$ cat src/rtl/branch_redirect_ctrl.sv
// Front-end redirect sequencer: turns execute-stage branch/JALR resolution into a fetch-PC correction plus IF/ID, ID/EX squash.
// Latency: 0 cycles (combinational redirect in the resolve cycle); a redirect hit by stall_IF is held in PEND until fetch accepts it.
// Backpressure: stall masks resolve events (E re-presents them); stall_IF parks the correction in pend_pc. Optional counters under `BPU_PERF_EN.
module branch_redirect_ctrl #(
    parameter logic [31:0] RESET_PC = 32'h0000_0000
) (
    input  logic        clk,
    input  logic        rst,
    input  logic        stall_IF,
    input  logic        stall,
    input  logic [4:0]  E_op,
    input  logic [31:0] E_pc,
    input  logic [31:0] E_target,
    input  logic        t_pnt,
    input  logic        nt_pt,
    input  logic        pred_jump,
    input  logic [31:0] pc_pred,
    output logic [1:0]  next_pc_sel,
    output logic [31:0] pc_redirect,
    output logic        redirect_valid,
    output logic        flush_D,
    output logic        flush_E,
    output logic [31:0] branch_cnt,
    output logic [31:0] mispred_cnt
);

    localparam logic [4:0] OP_BRANCH = 5'b11000;
    localparam logic [4:0] OP_JALR   = 5'b11001;

    localparam logic [0:0] ST_IDLE = 1'b0;
    localparam logic [0:0] ST_PEND = 1'b1;

    localparam logic [1:0] SEL_PC4  = 2'b00;
    localparam logic [1:0] SEL_PRED = 2'b01;
    localparam logic [1:0] SEL_REDIR = 2'b10;

    logic [0:0]  state_q;
    logic [0:0]  state_d;
    logic [31:0] pend_pc_q;
    logic [31:0] pend_pc_d;

    logic        is_br;
    logic        is_jalr;
    logic        br_mispred;
    logic        res_evt;
    logic [31:0] corr_pc;

    // The PC mux lives outside this block; pc_pred is on the port list only
    // so the predictor/PC wiring stays in one place.
    logic        unused_pc_pred;
    assign unused_pc_pred = ^pc_pred;

    // Decode the E-stage instruction and qualify a resolve event. While a
    // redirect is pending, E holds wrong-path work, so events are masked.
    always_comb begin
        is_br      = (E_op == OP_BRANCH);
        is_jalr    = (E_op == OP_JALR);
        br_mispred = t_pnt | nt_pt;
        res_evt    = (state_q == ST_IDLE) && !stall &&
                     ((is_br && br_mispred) || is_jalr);
        // Taken-mispredict and JALR go to the resolved target; a
        // not-taken-mispredict falls through (wraps naturally at 2^32).
        if (is_jalr || t_pnt) begin
            corr_pc = E_target;
        end else begin
            corr_pc = E_pc + 32'd4;
        end
    end

    // Next-state: park the correction when fetch cannot take it, and leave
    // PEND on the first cycle fetch is free (the redirect lands that cycle).
    always_comb begin
        state_d   = state_q;
        pend_pc_d = pend_pc_q;
        case (state_q)
            ST_IDLE: begin
                if (res_evt && stall_IF) begin
                    state_d   = ST_PEND;
                    pend_pc_d = corr_pc;
                end
            end
            ST_PEND: begin
                if (!stall_IF) begin
                    state_d = ST_IDLE;
                end
            end
            default: begin
                state_d = ST_IDLE;
            end
        endcase
    end

    // FSM state and the latched pending address.
    always_ff @(posedge clk or negedge rst) begin
        if (!rst) begin
            state_q   <= ST_IDLE;
            pend_pc_q <= RESET_PC;
        end else begin
            state_q   <= state_d;
            pend_pc_q <= pend_pc_d;
        end
    end

    // Output select: a redirect (fresh or pending) beats the predictor and
    // squashes both younger pipeline registers. Reset forces quiet outputs
    // immediately, even mid-PEND.
    always_comb begin
        redirect_valid = 1'b0;
        pc_redirect    = RESET_PC;
        next_pc_sel    = SEL_PC4;
        if (rst) begin
            redirect_valid = (state_q == ST_PEND) || res_evt;
            if (state_q == ST_PEND) begin
                pc_redirect = pend_pc_q;
            end else if (res_evt) begin
                pc_redirect = corr_pc;
            end else begin
                pc_redirect = pend_pc_q;
            end
            if (redirect_valid) begin
                next_pc_sel = SEL_REDIR;
            end else if (pred_jump) begin
                next_pc_sel = SEL_PRED;
            end
        end
        flush_D = redirect_valid;
        flush_E = redirect_valid;
    end

`ifdef BPU_PERF_EN
    logic [31:0] branch_cnt_q;
    logic [31:0] mispred_cnt_q;
    logic        cnt_en;

    // Only conditional branches are counted, and only when E advances and
    // no redirect is pending (E holds wrong-path work while in PEND).
    assign cnt_en = (state_q == ST_IDLE) && !stall && is_br;

    // Free-running performance counters, wrapping modulo 2^32.
    always_ff @(posedge clk or negedge rst) begin
        if (!rst) begin
            branch_cnt_q  <= 32'd0;
            mispred_cnt_q <= 32'd0;
        end else if (cnt_en) begin
            branch_cnt_q <= branch_cnt_q + 32'd1;
            if (br_mispred) begin
                mispred_cnt_q <= mispred_cnt_q + 32'd1;
            end
        end
    end

    assign branch_cnt  = branch_cnt_q;
    assign mispred_cnt = mispred_cnt_q;
`else
    assign branch_cnt  = 32'd0;
    assign mispred_cnt = 32'd0;
`endif

endmodule

$ cat config.mk
export PLATFORM = sky130hd
export DESIGN_NAME = branch_redirect_ctrl
export DESIGN_NICKNAME = d
export VERILOG_FILES = /design/src/rtl/branch_redirect_ctrl.sv
export SDC_FILE = /design/constraint.sdc
export NUM_CORES = 1
export LEC_CHECK = 0
export CAP_MARGIN = 25
export CORE_ASPECT_RATIO = 0.7
export CORE_MARGIN = 2
export CORE_UTILIZATION = 34
export CTS_BUF_LIST = sky130_fd_sc_hd__clkbuf_4 sky130_fd_sc_hd__clkbuf_8
export CTS_CLUSTER_SIZE = 20
export DETAILED_ROUTE_END_ITERATION = 10
export GPL_TIMING_DRIVEN = 0
export MAX_ROUTING_LAYER = met4
export PLACE_DENSITY = 0.79
export SYNTH_ARGS = -nofsm -noshare
export SYNTH_HDL_FRONTEND = slang
export SYNTH_SLANG_ARGS = --single-unit
$ cat constraint.sdc
create_clock -name clk -period 2.8 [get_ports clk]
set_input_delay 0.7 -clock clk [delete_from_list [all_inputs] [get_ports clk]]
set_output_delay 0.7 -clock clk [all_outputs]
set_load 0.02 [all_outputs]
* Word level (Yosys, flattened, before mapping)
Cells that the tools add are included.
Word-level totals: register bits 33, word-level logic and storage cells 27, output and inout port bits 101, input bits 108
Operators by class: equal/unequal tests 2, bitwise logic cells 2, add/subtract/negate cells 1, reduce and logical (&&, ||, !) cells 9, multiplexer cells 11
Operator list (number):
- $mux 32 | 4
- $add 32x3->32 const B | 1
- $eq 5x5->1 const B | 2
- $logic_and 1x1->1 | 4
- $mux 1 | 4
- $mux 2 | 2
- $logic_or 1x1->1 | 3
- $pmux 1 s2 | 1
- $reduce_and 2->1 | 1
- $logic_not 1->1 | 1
- $not 1->1 | 1
- $or 1x1->1 | 1

* Longest topological paths before layout
Gate-level depths: netlist of the first run.
word-level depth 7, mapped depth 7, depth with buffers taken out 6

* Worst setup path after synthesis of the first run
Ideal clock, no wire load.
kind input port to output port, start point input E_pc[2], end point output pc_redirect[28], arrival 2619 ps, path buffers 0, required time 2100 ps, stages 6, slack -519 ps, cells stage by stage ha_1 -> nand4_4 -> or4_4 -> nor4_2 -> nor3_1 -> o31ai_1
On the way: cells in the longest elaborated chain, start to end 5
Ends and longest elaborated chain:
- from (decl) | RTL line 12 | input logic [31:0] E_pc,
- $add 32x3->32 | RTL line 66 | corr_pc = E_pc + 32'd4;
- $mux 32 | RTL line 63 | if (is_jalr || t_pnt) begin
- $mux 32 | RTL line 115 | end else if (res_evt) begin
- $mux 32 | RTL line 113 | if (state_q == ST_PEND) begin
- $mux 32 | RTL line 111 | if (rst) begin
- to (decl) | RTL line 19 | output logic [31:0] pc_redirect,
No other way between the ends.

* Final worst setup path of the first run
start point input E_pc[29], end point output pc_redirect[31]
Same word-level chain as after synthesis.

==> impl_metrics.py, run 1 <==
metrics = {
    "critical_path": {
        "r2r_slack_ns": 0.41,
        "arrival_ns": 2.41,
        "cp-start-kind": "input pin",
        "r2r-end": "pend_pc_q[17]$_DFFE_PN0P_",
        "worst_path_max_delay_cell": "nor4_4",
        "worstSetupPathDepth": 7,
        "endpoint_kind": "primary output",
        "cp_cell_sequence": "clkdlybuf4s15_1 > nand2_1 > nor4_4 > nand4_1 > mux2i_1 > a21oi_1 > buf_4",
        "r2r_cells": 7,
        "crit_required_ns": 2.10,
        "critPathTopFamily": "simple AND/OR/NAND/NOR gates",
        "critPathKind": "input pin to primary output",
        "reg2reg_from": "state_q$_DFF_PN0_",
        "critPathMaxStageDelay_ns": 0.38,
        "crit_start": "E_pc[29]",
        "path_max_fanout": 4,
        "critPathCapture": "pc_redirect[31]",
        "crit_buf_inv": 2,
    },
    "placed_design": {
        "hpwl_mm": 9.29,
        "pre_cts_slack_ns": -1.40,
        "io_buffers": 111,
        "gp_congestion": 0.888,
        "dp_cells": 732,
        "dpl-instance-area_mm2": 0.00506,
    },
    "cells_and_area": {
        "layout_common_cells": "buf_4 (123), conb_1 (64), buf_6 (52), nand2_1 (47), clkdlybuf4s50_1 (38)",
        "layout.nets": 791,
        "syn_to_final_growth_pct": 97.0,
        "regArea_um2": 826,
        "fillers": 650,
        "utilization": 0.702,
        "drive_above_1_share": 0.474,
        "finalNonFillerCells": 807,
        "multi_input_area_mm2": 0.00284,
        "layout_commonest_cell": "buf_4",
        "fin_area_mm2": 0.00647,
        "antennaDiodeCount": 0,
    },
    "power_and_ir_drop": {
        "leakage_nw": 2.94,
        "combPwrFrac": 0.502,
        "power_frac_seq": 0.307,
        "max-vdd-ir-drop_v": 0.000215,
        "p_switching_w": 0.000832,
        "internal-power_w": 0.00123,
        "p_per_area_mw_per_mm2": 318,
        "swShare": 0.404,
        "p_clk_frac": 0.191,
    },
    "sta": {
        "worst_slack_ns": -0.307,
        "clock_skew_ns": 0.00927,
        "drv_slew": 0,
        "hold_viol": 0,
        "rsz0062_at_grt": "yes",
        "post-route-period-util": 1.11,
        "tightest_slew_ns": 0.685,
        "maxSlewHeadroom": 0.543,
        "setup_violations": 35,
        "finalSetupTns_ns": -4.59,
        "fmax_mhz": 322,
        "final.min_clock_period_ns": 3.11,
    },
    "run_status": {
        "status": "finished with violations",
        "violations": "setup timing",
    },
    "die": {
        "dieArea_mm2": 0.0105,
        "rows": 29,
        "die_h_um": 86.2,
        "core_mm2": 0.00922,
        "initial_core_util": 0.357,
        "ios": 209,
        "die_x_um": 121,
    },
    "yosys": {
        "ys_warn_count": 0,
        "synth-edff-count": 0,
        "synth_compound_area_frac": 0.201,
        "async_flop_share": 1.00,
        "yosysSeqAreaShare": 0.251,
        "synth_fa_ha_area_frac": 0.00381,
        "synth_top_family_by_area": "simple AND/OR/NAND/NOR gates",
        "synth_cell_type_count": 50,
        "syn_area_mm2": 0.00329,
        "synth_xor_area_frac": 0.0400,
        "synth_mux_area_frac": 0.0335,
        "synth-seq-cells": 33,
        "syn_inst": 434,
        "avgSynthCellArea_um2": 7.57,
        "synth-simple-area-share": 0.283,
        "ys.flop_type": "dfrtp_1",
    },
    "route": {
        "finalWirelength_mm": 15.9,
        "avgViaCountPerCell": 5.48,
        "vias": 4421,
        "drtIter0Drc": 418,
        "drtPass1Iterations": 7,
        "drcViolationCount": 0,
        "postRouteAntennaNets": 0,
        "wl_per_cell_um": 19.8,
    },
    "global_route": {
        "grt_max_degree": 37,
        "grt_pass1_vias": 4194,
        "grt-ovfl-total": 0,
        "track_usage": 0.278,
        "grt_antenna_before_repair": 0,
        "grt_pass1_wl_mm": 22.0,
    },
    "clock_tree": {
        "clkSinkCount": 33,
        "clkTransAtPathRegs_ns": 0.07,
        "root_buffer": "clkbuf_8",
        "hold_buffers": 0,
        "cts_made_buffers": 5,
        "h-tree-depth": 2,
        "clk_latency_ns": 0.31,
        "clock_path_buffers": 2,
        "cts_tree": "built",
    },
    "worst_hold_path": {
        "hp-class": "input pin to asynchronous set/reset pin",
    },
    "flow_run": {
        "cap_viol_max_count": 0,
    },
}
## registers in the layout, summed over array words and instances, names as in the netlist
| signal | cells |
|---|---|
| state_q | 1 |
| pend_pc_q | 32 |
## layer usage
metal	wire [µm]	GRT usage	vias up
li1	-	-	1941
met1	6090	0.350	2063
met2	7410	0.445	352
met3	1850	0.0750	65
met4	594	0.0773	0
met5	0	-	-
## worst min-delay path by stage
stage                              startpoint                         to  depth (start not counted)
floorplan                                 rst   pend_pc_q[0]$_DFFE_PN0P_                          0
global placement    pend_pc_q[11]$_DFFE_PN0P_  pend_pc_q[11]$_DFFE_PN0P_                          2
detailed placement  pend_pc_q[13]$_DFFE_PN0P_  pend_pc_q[13]$_DFFE_PN0P_                          2
CTS                                       rst          state_q$_DFF_PN0_                          1
global route                              rst          state_q$_DFF_PN0_                          1
finish                                    rst  pend_pc_q[26]$_DFFE_PN0P_                          1
## power by group through the flow
stage	Sequential, W	Combinational, W	Clock [W]
after floorplan	0.000614	0.000522	0
after global placement	0.000621	0.000822	0
after detailed placement	0.000628	0.000836	0
after CTS	0.000621	0.000929	0.000376
after global routing	0.000640	0.00109	0.000411
final	0.000633	0.00103	0.000393
## worst register-to-register path, cell delays in order (launching register included)
cell and delay, ns:
dfrtp_1 0.47, nor2_4 0.21, o311a_4 0.29, buf_4 0.17, buf_4 0.12, nand2_1 0.24
clkbuf_1 0.40, o31ai_1 0.38
## synth_stat cells, types with 3 or more instances
| cell | number | area (µm²) |
|---|---|---|
| mux2i_1 | 11 | 110 |
| nand4_1 | 13 | 81.3 |
| a211oi_1 | 7 | 52.6 |
| o31ai_1 | 32 | 240 |
| inv_1 | 4 | 15.0 |
| a21oi_1 | 6 | 30.0 |
| nor2_1 | 41 | 154 |
| o31a_1 | 3 | 26.3 |
| and3_1 | 6 | 37.5 |
| nand2_1 | 53 | 199 |
| o21ai_0 | 16 | 80.1 |
| o21a_1 | 6 | 45.0 |
| buf_4 | 67 | 503 |
| buf_2 | 4 | 20.0 |
| xnor2_1 | 8 | 70.1 |
| xor2_1 | 7 | 61.3 |
| nor4_1 | 3 | 18.8 |
| nand3_1 | 30 | 150 |
| dfrtp_1 | 33 | 826 |
| clkbuf_1 | 19 | 71.3 |
| nor3_1 | 22 | 110 |
| o22ai_1 | 5 | 31.3 |
## per-stage QoR
step	power, W	hold WS, ns
floorplan	0.00114	0.404
global placement	0.00144	0.460
detailed placement	0.00146	0.469
CTS	0.00193	0.319
global route	0.00214	0.324
finish	0.00206	0.306
## logic make-up (layout without fill, tap and decap cells)
group	after synthesis	after routing
other	1	64
adder cells (fa/ha/maj)	1	1
AO/OA/AOI/OAI	94	94
AND/OR/NAND/NOR	185	185
XOR/XNOR	15	15
flip-flops	33	33
multiplexers	11	11
buffers and inverters	94	280
## timing repair
action | CTS | global route
gates cloned | 3 | 0
pin swaps | 58 | 44
resized for setup | 445 | 94
endpoints found under the setup margin | 37 | 37
setup buffers | 45 | 21
## final cells by class
class                      instances  share of cell area
buffer                            90               0.118
clock buffer                       5              0.0106
clock inverter                     3             0.00271
inverter                           4             0.00232
multi-input combinational        370               0.439
sequential                        33               0.128
tap                              124              0.0240
timing repair buffer             178               0.276
No activity file was read; power rests on OpenSTA's default activity.
==> run 2, diff against run 1 <==
Settings changed: CORE_UTILIZATION 34 to 38, PLACE_DENSITY 0.79 to 0.83.
Clock period 2.8 ns to 3.4 ns, I/O delays scaled along.
==> run 2 against run 1 <==
  * The run still ends with setup timing left
  * Critical path depth up 2
  * Final cell count down 5.9%
  * Final area down 15%
  * Power down 23%
  * Die area down 10%
  * Critical endpoint is now pc_redirect[22]
==> impl_metrics.py, run 2 (synthesis gave the netlist of run 1 again) <==
metrics = {
    "run_status": {
        "status": "finished with violations",
        "violations": "setup timing",
    },
    "cells_and_area": {
        "regMostFlops": "pend_pc_q",
        "fillers": 688,
        "finalNonFillerCells": 759,
        "layout.nets": 763,
        "antennaDiodeCount": 0,
        "largest_reg_flops": 32,
        "drive_above_1_share": 0.358,
        "reg_top3": "pend_pc_q: 32 flops, state_q: 1 flops",
        "layout_commonest_cell": "buf_4",
        "syn_to_final_growth_pct": 67.6,
        "layout_common_cells": "buf_4 (108), conb_1 (64), nand2_1 (49), clkdlybuf4s50_1 (41), nor2_1 (38)",
    },
    "sta": {
        "hold_viol": 0,
        "fmax_mhz": 290,
        "tightest_slew_ns": 0.634,
        "post-route-period-util": 1.02,
        "drv_slew": 0,
        "final.min_clock_period_ns": 3.45,
        "setup_violations": 5,
        "clock_skew_ns": 0.00510,
        "worst_slack_ns": -0.0517,
        "rsz0062_at_grt": "yes",
        "maxSlewHeadroom": 0.578,
    },
    "die": {
        "initial_core_util": 0.391,
        "die_h_um": 81.8,
        "dieArea_mm2": 0.00942,
        "core_mm2": 0.00841,
        "die_x_um": 115,
        "rows": 28,
        "ios": 209,
    },
    "clock_tree": {
        "root_buffer": "clkbuf_8",
        "cts_made_buffers": 5,
        "hold_buffers": 0,
        "clk_latency_ns": 0.29,
        "cts_tree": "built",
        "clkTransAtPathRegs_ns": 0.07,
        "clkSinkCount": 33,
        "clock_path_buffers": 2,
        "h-tree-depth": 2,
    },
    "critical_path": {
        "r2r_cells": 7,
        "critPathKind": "input pin to primary output",
        "path_max_fanout": 4,
        "reg2reg_from": "state_q$_DFF_PN0_",
        "endpoint_kind": "primary output",
        "cp-start-kind": "input pin",
        "r2r-end": "pend_pc_q[11]$_DFFE_PN0P_",
        "critPathMaxStageDelay_ns": 0.61,
        "crit_buf_inv": 3,
        "r2r_slack_ns": 1.27,
        "arrival_ns": 2.60,
        "crit_required_ns": 2.55,
        "critPathTopFamily": "simple AND/OR/NAND/NOR gates",
        "worst_path_max_delay_cell": "or4_4",
        "cp_cell_sequence": "buf_8 > ha_4 > nand4_4 > or4_4 > buf_6 > o21a_1 > nor3_4 > o31ai_2 > buf_4",
    },
    "power_and_ir_drop": {
        "p_per_area_mw_per_mm2": 288,
        "leakage_nw": 2.67,
        "max-vdd-ir-drop_v": 0.000139,
        "total_power_w": 0.00158,
    },
    "route": {
        "drtPass1Iterations": 6,
        "drcViolationCount": 0,
        "postRouteAntennaNets": 0,
        "vias": 4233,
        "wl_per_cell_um": 17.9,
        "drtIter0Drc": 458,
        "finalWirelength_mm": 13.6,
        "avgViaCountPerCell": 5.58,
    },
    "global_route": {
        "grt_antenna_before_repair": 0,
        "track_usage": 0.279,
        "grt_pass1_vias": 3912,
        "grt_max_degree": 37,
        "grt-ovfl-total": 0,
        "grt_pass1_wl_mm": 19.7,
    },
    "placed_design": {
        "io_buffers": 111,
        "hpwl_mm": 9.42,
        "dp_cells": 713,
        "gp_congestion": 0.971,
    },
    "worst_hold_path": {
        "hp-class": "input pin to asynchronous set/reset pin",
    },
    "flow_run": {
        "cap_viol_max_count": 0,
    },
}
[run 2: worst max path at each step]
stage | start | end | slack, ns | cells after the start
after global placement | rst | pc_redirect[23] | -2.01 | 5
after detailed placement | E_pc[2] | pc_redirect[28] | -1.27 | 8
after CTS | E_pc[9] | pc_redirect[28] | 0.005 | 7
after floorplan | E_pc[2] | pc_redirect[28] | -0.06 | 6
after global routing | E_pc[2] | pc_redirect[22] | -0.10 | 9
final | E_pc[2] | pc_redirect[22] | -0.05 | 9
[run 2: timing repair]
action | in CTS | in global routing
endpoints found under the setup margin | 37 | 21
buffers inserted | 29 | 5
cloned | 4 | 1
endpoints found under the hold margin | 0 | 0
gates resized for setup | 342 | 32
pin swaps | 26 | 17
[run 2: cell type report]
cell class | count | area (µm²) | area share
Multi-Input combinational cell | 371 | 2440 | 0.444
Timing Repair Buffer | 149 | 1260 | 0.230
Sequential cell | 33 | 826 | 0.150
Buffer | 90 | 719 | 0.131
Tap cell | 105 | 131 | 0.0239
Clock buffer | 5 | 68.8 | 0.0125
Clock inverter | 2 | 35.0 | 0.00636
Inverter | 4 | 15.0 | 0.00273
[run 2: power breakdown]
group	switching, W	internal (W)	leakage (nW)
sequential	0.0000448	0.000469	0.429
combinational	0.000392	0.000310	2.19
clock	0.000155	0.000213	0.0540
total	0.000593	0.000992	2.67
[run 2: stage by stage]
step | utilization | setup WS [ns] | TNS [ns] | cell area (µm²) | hold WS (ns)
global route | 0.655 | -0.103 | -0.280 | 5510 | 0.473
CTS | 0.640 | 0.00527 | 0 | 5380 | 0.473
floorplan | - | -0.0606 | -0.198 | 3570 | 0.449
detailed placement | 0.571 | -1.27 | -38.32 | 4800 | 0.467
finish | 0.655 | -0.0517 | -0.106 | 5510 | 0.452
global placement | 0.572 | -2.01 | -60.82 | 4810 | 0.460
[run 2: per-layer routing]
metal | wire [µm] | GRT usage | vias up
met5 | 0 | - | -
met4 | 345 | 0.0819 | 0
met3 | 1540 | 0.0472 | 50
met2 | 6230 | 0.441 | 316
met1 | 5460 | 0.370 | 1988
li1 | - | - | 1879
==> run 3, diff against run 2 <==
Settings changed: CORE_MARGIN 2 to not set.
==> run 3 against run 2 <==
  * The flow now finishes without violations
  * Sequential power barely moved
  * Maximum frequency rose by 1.7%
  * Global-route usage rose by 2.5 points
  * First-iteration DRC count fell by 15%
  * Routed wire length rose by 0.41%
  * Utilization rose by 3.7 points
  * Largest cell class unchanged
  * Via count barely moved
  * Non-clock buffer count rose by 7
  * Sequential share of layout area fell by 0.27 points
  * Register-to-register slack improved by 0.09 ns
==> impl_metrics.py, run 3 (synthesis gave the netlist of run 1 again) <==
metrics = {
    "run_status": {
        "status": "completed",
    },
    "critical_path": {
        "arrival_ns": 2.54,
        "crit_required_ns": 2.55,
        "reg2reg_from": "state_q$_DFF_PN0_",
        "cp-start-kind": "input pin",
        "path_max_fanout": 6,
        "endpoint_kind": "primary output",
        "critPathKind": "input pin to primary output",
        "crit_start": "E_op[1]",
        "r2r_slack_ns": 1.36,
    },
    "cells_and_area": {
        "reg_top3": "pend_pc_q: 32 flops, state_q: 1 flops",
        "regMostFlops": "pend_pc_q",
        "syn_to_final_growth_pct": 70.7,
        "antennaDiodeCount": 0,
        "drive_above_1_share": 0.380,
        "layout.nets": 769,
        "layout_commonest_cell": "buf_4",
        "fin_area_mm2": 0.00561,
        "finalNonFillerCells": 762,
        "largest_reg_flops": 32,
        "layout_common_cells": "buf_4 (116), conb_1 (64), nand2_1 (49), clkdlybuf4s50_1 (38), nor2_1 (36)",
    },
    "sta": {
        "clock_skew_ns": 0.00437,
        "finalSetupTns_ns": 0,
        "setup_violations": 0,
        "final.min_clock_period_ns": 3.39,
        "fmax_mhz": 295,
        "hold_viol": 0,
        "maxSlewHeadroom": 0.617,
        "drv_slew": 0,
        "tightest_slew_ns": 0.574,
        "post-route-period-util": 0.998,
    },
    "global_route": {
        "grt-ovfl-total": 0,
        "grt_max_degree": 37,
        "grt_antenna_before_repair": 0,
        "grt_pass1_vias": 3975,
        "track_usage": 0.304,
        "grt_pass1_wl_mm": 20.7,
    },
    "clock_tree": {
        "cts_tree": "built",
        "clkTransAtPathRegs_ns": 0.07,
        "h-tree-depth": 2,
        "clk_latency_ns": 0.29,
        "cts_made_buffers": 5,
        "clkSinkCount": 33,
        "clock_path_buffers": 2,
        "root_buffer": "clkbuf_8",
    },
    "die": {
        "die_x_um": 113,
        "die_h_um": 79.8,
        "initial_core_util": 0.405,
        "rows": 27,
        "ios": 209,
        "core_mm2": 0.00811,
        "dieArea_mm2": 0.00903,
    },
    "power_and_ir_drop": {
        "leakage_nw": 2.70,
        "max-vdd-ir-drop_v": 0.000154,
        "p_per_area_mw_per_mm2": 274,
    },
    "placed_design": {
        "hpwl_mm": 9.05,
        "io_buffers": 111,
        "dp_cells": 709,
        "gp_congestion": 0.929,
        "dpl-instance-area_mm2": 0.00480,
    },
    "route": {
        "drtPass1Iterations": 7,
        "finalWirelength_mm": 13.6,
        "drtIter0Drc": 388,
        "vias": 4236,
        "avgViaCountPerCell": 5.56,
        "drcViolationCount": 0,
        "postRouteAntennaNets": 0,
        "wl_per_cell_um": 17.9,
    },
    "worst_hold_path": {
        "hp-class": "input pin to asynchronous set/reset pin",
    },
    "flow_run": {
        "cap_viol_max_count": 0,
    },
}
## run 3: final timing paths
kind	endpoint	cells past startpoint
max	pc_redirect[3]	8
min	pend_pc_q[21]$_DFFE_PN0P_	1
max reg2reg	pend_pc_q[17]$_DFFE_PN0P_	6
min reg2reg	pend_pc_q[20]$_DFFE_PN0P_	2
max in group asynchronous	pend_pc_q[5]$_DFFE_PN0P_	1
min in group clk	pend_pc_q[20]$_DFFE_PN0P_	2
## run 3: worst max-delay path: stages
cell and delay [ns]:
clkdlybuf4s15_1 0.18, and4bb_4 0.41, o311a_4 0.33, clkbuf_16 0.18, clkbuf_16 0.14, nor2_1 0.04, a211oi_1 0.19, buf_2 0.22
## run 3: area by class of cell
type / instances / area (µm²)
tap: 101 / 126
buffer: 90 / 744
clock buffer: 6 / 76.3
inverter: 4 / 15.0
sequential: 33 / 826
multi-input combinational: 370 / 2470
timing repair buffer: 156 / 1340
fill: 632 / 2500
clock inverter: 2 / 10.0
## run 3: layer usage
layer,vias to the layer above,GRT usage,wire [µm]
met5,-,-,0
met4,0,0.0947,260
met3,35,0.0638,1540
met2,298,0.472,6250
met1,2005,0.398,5590
li1,1898,-,-
## run 3: stage by stage
| stage | hold WS, ns | utilization | setup WS, ns | power (W) |
|---|---|---|---|---|
| 5_1_grt | 0.475 | 0.692 | -0.0423 | 0.00161 |
| 6_report | 0.457 | 0.692 | 0.00727 | 0.00154 |
| 2_1_floorplan | 0.449 | - | -0.0606 | 0.000897 |
| 3_5_place_dp | 0.467 | 0.592 | -1.22 | 0.00117 |
| 3_3_place_gp | 0.460 | 0.593 | -2.01 | 0.00115 |
| 4_1_cts | 0.483 | 0.677 | 0.00180 | 0.00150 |
## run 3: timing repair
action / 4_1_cts / 5_1_grt
pin swaps: 30 / 13
resized for setup: 355 / 71
endpoints found under the setup margin: 37 / 33
hold buffers: 0 / 0
hold endpoints to repair: 0 / 0
buffers inserted: 38 / 4
gates cloned: 3 / 0
## run 3: power breakdown
group / leakage [nW] / total [W] / internal (W) / switching, W
clock: 0.0484 / 0.000313 / 0.000150 / 0.000162
sequential: 0.429 / 0.000513 / 0.000469 / 0.0000442
combinational: 2.23 / 0.000712 / 0.000317 / 0.000395
total: 2.70 / 0.00154 / 0.000937 / 0.000602
